File: config.mk
export PLATFORM = sky130hd
export DESIGN_NAME = my_serdes_rx_flat
export DESIGN_NICKNAME = d
export VERILOG_FILES = /design/src/rtl/my_serdes_rx_if.sv /design/src/rtl/my_serdes_rx.sv /design/src/flat_wrapper.sv
export SDC_FILE = /design/constraint.sdc
export NUM_CORES = 1
export LEC_CHECK = 0
export ABC_AREA = 0
export CAP_MARGIN = 20
export CORE_AREA = 2 2 108 110
export DETAILED_ROUTE_END_ITERATION = 16
export DIE_AREA = 0 0 110 112
export GPL_ROUTABILITY_DRIVEN = 0
export SETUP_SLACK_MARGIN = 0.05
export SYNTH_ARGS = -nofsm -noshare
export SYNTH_HDL_FRONTEND = slang
export SYNTH_SLANG_ARGS = --single-unit
File: constraint.sdc
create_clock -name dsp_clk -period 3.2 [get_ports dsp_clk]
set_input_delay 0.64 -clock dsp_clk [delete_from_list [all_inputs] [get_ports dsp_clk]]
set_output_delay 0.64 -clock dsp_clk [all_outputs]
set_load 0.02 [all_outputs]
File: src/rtl/my_serdes_rx_if.sv
// Receive-side bundle: the incoming SERDES word with its K flags, plus the
// guarded dequeue port that the DSP side uses to drain the data FIFO.
interface my_serdes_rx_if;
    logic [15:0] ser_r;
    logic        ser_rklsb;
    logic        ser_rkmsb;
    logic [15:0] rx_dat_o;
    logic        rx_rdy;
    logic        rx_en;

    modport master (
        output ser_r, ser_rklsb, ser_rkmsb, rx_en,
        input  rx_dat_o, rx_rdy
    );

    modport slave (
        input  ser_r, ser_rklsb, ser_rkmsb, rx_en,
        output rx_dat_o, rx_rdy
    );
endinterface

File: src/rtl/my_serdes_rx.sv
// SERDES receiver: hunts for the COMMA/COMMA/SYNC/SYNC burst, checks the framing
// while locked and queues data words into a small FIFO for the DSP side.
module my_serdes_rx #(
    parameter int FIFOSIZE      = 4,
    parameter int CNTR_WIDTH    = 2,
    parameter int LOCK_TIMEOUT  = 0,
    parameter int TIMEOUT_WIDTH = 20
) (
    input  logic               dsp_clk,
    input  logic               dsp_rst_n,
    my_serdes_rx_if.slave      rx,
    input  logic               err_clr,
    output logic               locked,
    output logic               overflow,
    output logic [7:0]         err_cnt,
    output logic [7:0]         debug
);

    localparam logic [15:0] W_IDLE  = 16'h1C1C;
    localparam logic [15:0] W_COMMA = 16'h3C3C;
    localparam logic [15:0] W_SYNC  = 16'h9C9C;

    typedef enum logic [2:0] {
        HUNT, H_C1, H_C2, H_S1, LOCKED, L_C1, L_C2, L_S1
    } state_t;

    typedef enum logic [2:0] {
        CL_DATA, CL_IDLE, CL_COMMA, CL_SYNC, CL_BAD
    } class_t;

    logic [15:0]              r_ser;
    logic                     r_klsb, r_kmsb;
    class_t                   cls;
    state_t                   state, state_nx;
    logic                     parity;
    logic [TIMEOUT_WIDTH-1:0] tmo_cnt;
    logic                     tmo_expire;
    logic                     enq, err_evt, par_tgl, par_clr, tmo_load;

    logic [15:0]              mem [FIFOSIZE];
    logic [CNTR_WIDTH-1:0]    wr_ptr, rd_ptr;
    logic [CNTR_WIDTH:0]      count;
    logic                     full, not_empty, push, pop, ovf_evt;

    function automatic logic [CNTR_WIDTH-1:0] ptr_inc(input logic [CNTR_WIDTH-1:0] p);
        return (p == CNTR_WIDTH'(FIFOSIZE - 1)) ? '0 : p + 1'b1;
    endfunction

    always_ff @(posedge dsp_clk or negedge dsp_rst_n) begin
        if (!dsp_rst_n) begin
            r_ser  <= W_IDLE;
            r_klsb <= 1'b1;
            r_kmsb <= 1'b1;
        end else begin
            r_ser  <= rx.ser_r;
            r_klsb <= rx.ser_rklsb;
            r_kmsb <= rx.ser_rkmsb;
        end
    end

    // Mixed K flags and unknown control bytes all fall through to BAD.
    always_comb begin
        cls = CL_BAD;
        if (!r_kmsb && !r_klsb) begin
            cls = CL_DATA;
        end else if (r_kmsb && r_klsb) begin
            case (r_ser)
                W_IDLE:  cls = CL_IDLE;
                W_COMMA: cls = CL_COMMA;
                W_SYNC:  cls = CL_SYNC;
                default: cls = CL_BAD;
            endcase
        end
    end

    assign tmo_expire = (LOCK_TIMEOUT > 0) && (tmo_cnt == TIMEOUT_WIDTH'(1));

    always_ff @(posedge dsp_clk or negedge dsp_rst_n) begin
        if (!dsp_rst_n) state <= HUNT;
        else            state <= state_nx;
    end

    always_comb begin
        state_nx = state;
        enq      = 1'b0;
        err_evt  = 1'b0;
        par_tgl  = 1'b0;
        par_clr  = 1'b0;
        tmo_load = 1'b0;
        case (state)
            HUNT: if (cls == CL_COMMA) state_nx = H_C1;
            H_C1: state_nx = (cls == CL_COMMA) ? H_C2 : HUNT;
            H_C2: begin
                if (cls == CL_SYNC)       state_nx = H_S1;
                else if (cls == CL_COMMA) state_nx = H_C1;
                else                      state_nx = HUNT;
            end
            H_S1: begin
                if (cls == CL_SYNC) begin
                    state_nx = LOCKED;
                    par_clr  = 1'b1;
                    tmo_load = 1'b1;
                end else begin
                    state_nx = HUNT;
                end
            end
            LOCKED: begin
                // Timeout wins over the word in flight and is not a link error.
                if (tmo_expire) begin
                    state_nx = HUNT;
                end else begin
                    case (cls)
                        CL_DATA: begin
                            enq     = 1'b1;
                            par_tgl = 1'b1;
                        end
                        CL_IDLE: ;
                        CL_COMMA: begin
                            if (!parity) begin
                                state_nx = L_C1;
                            end else begin
                                state_nx = HUNT;
                                err_evt  = 1'b1;
                            end
                        end
                        default: begin
                            state_nx = HUNT;
                            err_evt  = 1'b1;
                        end
                    endcase
                end
            end
            L_C1: begin
                if (cls == CL_COMMA) state_nx = L_C2;
                else begin state_nx = HUNT; err_evt = 1'b1; end
            end
            L_C2: begin
                if (cls == CL_SYNC) state_nx = L_S1;
                else begin state_nx = HUNT; err_evt = 1'b1; end
            end
            L_S1: begin
                if (cls == CL_SYNC) begin
                    state_nx = LOCKED;
                    par_clr  = 1'b1;
                    tmo_load = 1'b1;
                end else begin
                    state_nx = HUNT;
                    err_evt  = 1'b1;
                end
            end
            default: state_nx = HUNT;
        endcase
    end

    assign locked    = state[2];
    assign full      = (count == (CNTR_WIDTH + 1)'(FIFOSIZE));
    assign not_empty = (count != '0);
    assign push      = enq && !full;
    assign ovf_evt   = enq && full;
    assign pop       = rx.rx_en && not_empty;

    always_ff @(posedge dsp_clk or negedge dsp_rst_n) begin
        if (!dsp_rst_n) begin
            parity   <= 1'b0;
            tmo_cnt  <= '0;
            err_cnt  <= 8'd0;
            overflow <= 1'b0;
        end else begin
            if (par_clr)      parity <= 1'b0;
            else if (par_tgl) parity <= ~parity;

            if (tmo_load && (LOCK_TIMEOUT > 0)) tmo_cnt <= TIMEOUT_WIDTH'(LOCK_TIMEOUT);
            else if (state[2] && tmo_cnt != '0) tmo_cnt <= tmo_cnt - 1'b1;

            if (err_clr)                          err_cnt <= err_evt ? 8'd1 : 8'd0;
            else if (err_evt && err_cnt != 8'hFF) err_cnt <= err_cnt + 8'd1;

            overflow <= err_clr ? ovf_evt : (overflow | ovf_evt);
        end
    end

    always_ff @(posedge dsp_clk or negedge dsp_rst_n) begin
        if (!dsp_rst_n) begin
            wr_ptr <= '0;
            rd_ptr <= '0;
            count  <= '0;
        end else begin
            if (push) wr_ptr <= ptr_inc(wr_ptr);
            if (pop)  rd_ptr <= ptr_inc(rd_ptr);
            case ({push, pop})
                2'b10:   count <= count + 1'b1;
                2'b01:   count <= count - 1'b1;
                default: count <= count;
            endcase
        end
    end

    always_ff @(posedge dsp_clk) begin
        if (push) mem[wr_ptr] <= r_ser;
    end

    assign rx.rx_dat_o = mem[rd_ptr];
    assign rx.rx_rdy   = not_empty;
    assign debug       = {locked, overflow, parity, not_empty, cls[1:0], state[1:0]};

endmodule

File: src/flat_wrapper.sv
// flat-port wrapper written by rule: the top's interface ports become plain ports
module my_serdes_rx_flat 
#(
    parameter int FIFOSIZE      = 4,
    parameter int CNTR_WIDTH    = 2,
    parameter int LOCK_TIMEOUT  = 0,
    parameter int TIMEOUT_WIDTH = 20
)
  (dsp_clk, dsp_rst_n, err_clr, locked, overflow, err_cnt, debug, rx_ser_r, rx_ser_rklsb, rx_ser_rkmsb, rx_rx_en, rx_rx_dat_o, rx_rx_rdy);
  my_serdes_rx_if rx_i ();
  input  logic dsp_clk;
  input  logic dsp_rst_n;
  input  logic err_clr;
  output logic locked;
  output logic overflow;
  output logic [7:0] err_cnt;
  output logic [7:0] debug;
  input wire logic [$bits(rx_i.ser_r)-1:0] rx_ser_r;
  input wire logic [$bits(rx_i.ser_rklsb)-1:0] rx_ser_rklsb;
  input wire logic [$bits(rx_i.ser_rkmsb)-1:0] rx_ser_rkmsb;
  input wire logic [$bits(rx_i.rx_en)-1:0] rx_rx_en;
  output wire logic [$bits(rx_i.rx_dat_o)-1:0] rx_rx_dat_o;
  output wire logic [$bits(rx_i.rx_rdy)-1:0] rx_rx_rdy;
  assign rx_i.ser_r = rx_ser_r;
  assign rx_i.ser_rklsb = rx_ser_rklsb;
  assign rx_i.ser_rkmsb = rx_ser_rkmsb;
  assign rx_i.rx_en = rx_rx_en;
  assign rx_rx_dat_o = rx_i.rx_dat_o;
  assign rx_rx_rdy = rx_i.rx_rdy;
  my_serdes_rx #(.FIFOSIZE(FIFOSIZE), .CNTR_WIDTH(CNTR_WIDTH), .LOCK_TIMEOUT(LOCK_TIMEOUT), .TIMEOUT_WIDTH(TIMEOUT_WIDTH)) u_core (.dsp_clk(dsp_clk), .dsp_rst_n(dsp_rst_n), .rx(rx_i), .err_clr(err_clr), .locked(locked), .overflow(overflow), .err_cnt(err_cnt), .debug(debug));
endmodule
Yosys cells after proc, flatten, opt, wreduce, memory -nomap -nowiden. Memories as Yosys holds them, arrays and structs flattened. Cells that the tools add are included.

Add/sub/neg operators: 5. $mul: 0. Divide/modulo/power cells: 0. Order comparisons: 0. Equal/unequal tests: 21. Shift operators: 0. Muxes and demuxes: 33. Bitwise logic cells: 2. Reductions and logical operators: 19.

Operators with widths (count): $mux 3 (8); $pmux 3 s7 (1); $eq 16x13->1 const B (1); $eq 16x14->1 const B (1); $eq 16x16->1 const B (1); $mux 8 (2); $eq 3x3->1 const B (5); $mux 1 (14); $eq 3x2->1 const B (4); $pmux 3 s2 (2); $pmux 3 s3 (1); $add 8x1->8 const B (1); $ne 8x8->1 const B (1); $eq 2x2->1 const B (3); $eq 3x1->1 const B (2); $logic_and 1x1->1 (6); $logic_not 3->1 (2); $mux 2 (3); $reduce_bool 2->1 (3); $reduce_or 2->1 (3); $add 2x1->2 const B (2); $add 3x1->3 const B (1); $logic_not 1->1 (3); $pmux 1 s3 (1); 9 further kinds (9).

Bits in registers: 38. Bits in latches: 0. RAM bits: 64. ROM bits: 0. Bits of input ports: 22. Output and inout bits: 35. Logic and storage cells: 91. Memories kept: 1.

Memory list: u_core.mem (words 4, width 16, rd ports 1, clocked after Yosys merged registers in 0, write ports 1, line my_serdes_rx.sv:40) `logic [15:0] mem [FIFOSIZE];`.

Logic depth before layout (Yosys ltp).
Depth in word-level cells: 11. Mapped depth: 11. Gate-level depth less buffers: 11.

Worst setup path after synthesis. OpenSTA, ideal clock, no wires.

Path kind: register to output. Start: reg u_core.rd_ptr[0]. End: out rx_rx_dat_o[10]. Data arrival time: 1.946 ns. Required time: 2.560 ns. Slack: 0.614 ns. Cell stages (with the launch flop): 4. Buffers on the path: 2. Path through: dfrtp_1 clkbuf_1 clkbuf_1 mux4_2.

Word-level cells in the longest chain between the ends: 1.

Ends and longest elaborated chain: from (decl) (line my_serdes_rx.sv:41) `logic [CNTR_WIDTH-1:0] wr_ptr, rd_ptr;`; from (signal assigned) (line my_serdes_rx.sv:189) `if (pop) rd_ptr <= ptr_inc(rd_ptr);`; $mem_v2 4x16; to (decl) (line flat_wrapper.sv:22) `output wire logic [$bits(rx_i.rx_dat_o)-1:0] rx_rx_dat_o;`.

Every way passes these cells.

Worst setup path after layout.
Start: reg u_core.r_ser[11]. End: out debug[2].

Word-level cells in the longest chain between the ends: 4.

Ends and longest elaborated chain: from (decl) (line my_serdes_rx.sv:31) `logic [15:0] r_ser;`; from (signal assigned) (line my_serdes_rx.sv:55) `r_ser <= rx.ser_r;`; $eq 16x16->1, or another cell as far along (line my_serdes_rx.sv:67) `case (r_ser)`; $pmux 3 s3 (*) (line my_serdes_rx.sv:67); $mux 3 (*) (line my_serdes_rx.sv:66) `end else if (r_kmsb && r_klsb) begin`; $mux 3 (*) (line my_serdes_rx.sv:64) `if (!r_kmsb && !r_klsb) begin`; to (decl) (line flat_wrapper.sv:17) `output logic [7:0] debug;`.

Mark *: on every way between the ends. The rest lies on a longest branch, timed or not.

==> results.md <==
* Area Overhead vs Synth at 25.6%
* Clock transition at path regs at 0.08 ns
* Slowest cell on the critical path: dfstp_2
* Peak Freq at 330 MHz
* Grt ovf at 0
* Minimum clock period at 3.03 ns
* Vias/cell at 4.92
* Mapped cell area at 4160 um^2
* Tightest Pin Transition at 0.927 ns
* I/O pin cnt at 57
* CTS HTree Levels at 3
* Crit. End Element: output pin
* Setup CP Type: flop to output pin
* Core ar. at 11,200 um^2
* Critical Path RT at 2.56 ns
* Initial Utilization at 0.373
* Commonest cells after routing, fill and taps aside: 64 x edfxtp_1, 53 x clkdlybuf4s50_1, 30 x dfrtp_1
* Ranking of synthesized cells by area: edfxtp_1 46%, dfrtp_1 18%, mux4_2 8.7%, dfstp_2 5.0%, ha_1 2.1%
* Die width at 110 um
* Worst reg2reg path startpoint: u_core.r_ser[11]
* Yosys top cell by area: edfxtp_1
* Met3 Usage GRT at 0.0451
* Clock Sinks at 102
* DRC viols at 0
* Total via count in the routed design at 2,328
* Antenna violations before repair at 0
* Final setup violation count at 0
* Post-synth EDFFs at 64
* Synth unique cells at 47
* Setup crit start kind: flop
* CP arrival at 2.39 ns
* #FFs+latches synth at 102
* Worst-Skew Late Latency at 0.34 ns
* Period utilization at 0.946
* CP cell instances: or4b_4, or3_4, nor2_2, and3_1, clkdlybuf4s15_2
* WP buf/inv at 1
* Cell count after synthesis at 258
* Final hold vios at 0
* First-pass GRT wire length at 12,900 um
* Met1 Resource Use GR at 0.192
* Antenna diode instance count at 0
* CTS Hold Bufs at 0
* Critical path startpoint: u_core.r_ser[11]
* Total power at 3.41 mW
* RSZ-0062 raised after global routing: yes
* Row cnt at 39
* DP HPWL at 5220 um
* Most common cell after layout, fill and taps aside: edfxtp_1
* Final nets at 355
* Max-cap violations at 0
* Mapped Nets at 288
* Drt pass-1 iters at 4
* Skew final at 0.00909 ns
* IO buf count at 56
* CTS Buf Count at 9
* Ys async rst share at 0.373
* Post-CTS Setup Inserts at 0
* DRT Wirelength at 7920 um
* Ys Warns at 0
* GR Util met2 at 0.219
* Maximum VDD drop at 323 uV
* CP max stage delay at 0.56 ns
* Most Crowded Layer GR: met2
* Top-area cell type share of the netlist area at 0.462
* Status: complete, no violations
* Pwr Density at 652 nW/um^2
* Slew Limit Fails at 0
* Worst slew margin at 0.382
* Clock root cell: clkbuf_16
* Detail Route Antenna Nets at 0
* Longest Clk Path Bufs at 2
* CTS tree: done
* Leak at 1.89 nW
* Worst Hold Class: input port to asynchronous set/reset pin
* Die span in y at 112 um
* DRT iter0 DRCs at 120
* Number of global-route vias before repair at 2,439
* Synth Flop Type: edfxtp_1
* Worst-path fanout max at 5
* Setup TNS at 0 ns
* Largest net degree at the start of global routing at 39
* Cell family with most CP delay: simple AND/OR/NAND/NOR gates
* Synthesized area per cell at 16.1 um^2
* Die ar. at 12,300 um^2
* Wire length per cell at 16.7 um
* Sequential fraction of the synthesis area at 0.692
* Tot GR Track Use at 0.141
* Layout cells sized above 1 at 0.185
* Hold WS at 0.430 ns
-- metrics by stage --
stage          utilization  setup WS [ns]  instance area, um^2  cells
3_3_place_gp         0.440          0.121                 4920    457
4_1_cts              0.467         0.0829                 5220    473
3_5_place_dp         0.440          0.109                 4920    457
6_report             0.468          0.172                 5230    473
2_1_floorplan            -          0.614                 4160    258
5_1_grt              0.468         0.0436                 5230    473
-- path summary, 6_finish.rpt --
path / cells after the start / slack (ns) / end
max: 5 / 0.17 / debug[2]
min: 1 / 0.43 / u_core.err_cnt[4]
max reg2reg: 6 / 0.48 / u_core.err_cnt[5]
min reg2reg: 1 / 0.51 / u_core.count[2]
max in group asynchronous: 1 / 2.18 / u_core.r_ser[6]
min in group dsp_clk: 1 / 0.51 / u_core.count[2]
-- routing by layer --
metal / up-vias / routed length, um
li1: 1111 / -
met1: 1154 / 3640
met2: 56 / 3750
met3: 7 / 435
met4: 0 / 86
met5: - / 0
-- Yosys cell counts (2+ instances only) --
master     instances
a2111oi_1          3
a211oi_1           3
a21boi_1           2
a21oi_1            5
a31oi_1            2
and2_1             7
and3_1             2
buf_4              4
clkbuf_1           5
dfrtp_1           30
dfstp_2            8
edfxtp_1          64
ha_1               7
inv_1             12
mux2_1             6
mux4_2            16
nand2_1           10
nand2b_1           2
nand3_1            4
nand4_1            3
nor2_1            20
nor2b_1            5
nor3_1             2
o21ai_0            5
o21ai_1            3
o221ai_1           2
o22ai_1            2
or4bb_1            2
xnor2_1            2
xor2_1             3
-- cell type report --
class                   count  area, um^2
well taps                 143         179
repair buffers             66         631
clock inverters             7        65.1
clock buffers               9         225
inverters                  12        45.0
fillers                   984        5940
multi-input cells         134        1200
flip-flops and latches    102        2880
-- power by group --
part / total, mW / internal, mW / switching [mW]
registers: 1.50 / 1.45 / 0.0539
logic: 0.854 / 0.455 / 0.399
clock network: 1.05 / 0.546 / 0.506
-- logic make-up after synthesis --
| family | count (synthesis) | share of synthesized area |
|---|---|---|
| mux | 24 | 0.108 |
| flops | 102 | 0.692 |
| xor+xnor | 5 | 0.0105 |
| compound gates | 32 | 0.0520 |
| buf+inv | 22 | 0.0234 |
| fa+ha+maj | 8 | 0.0258 |
| simple gates | 65 | 0.0880 |
-- flip-flops by register name, summed over array words and instances (netlist names) --
name / cells
u_core.count: 3
u_core.err_cnt: 8
u_core.mem: 64
u_core.overflow: 1
u_core.parity: 1
u_core.r_klsb: 1
u_core.r_kmsb: 1
u_core.r_ser: 16
u_core.rd_ptr: 2
u_core.state: 3
u_core.wr_ptr: 2
-- timing repair --
action / CTS / global route
setup endpoints to repair: 2 / 2
gates resized for setup: 6 / 2
cloned: 0 / 0
Note: power is estimated with default switching activity, not from simulation.
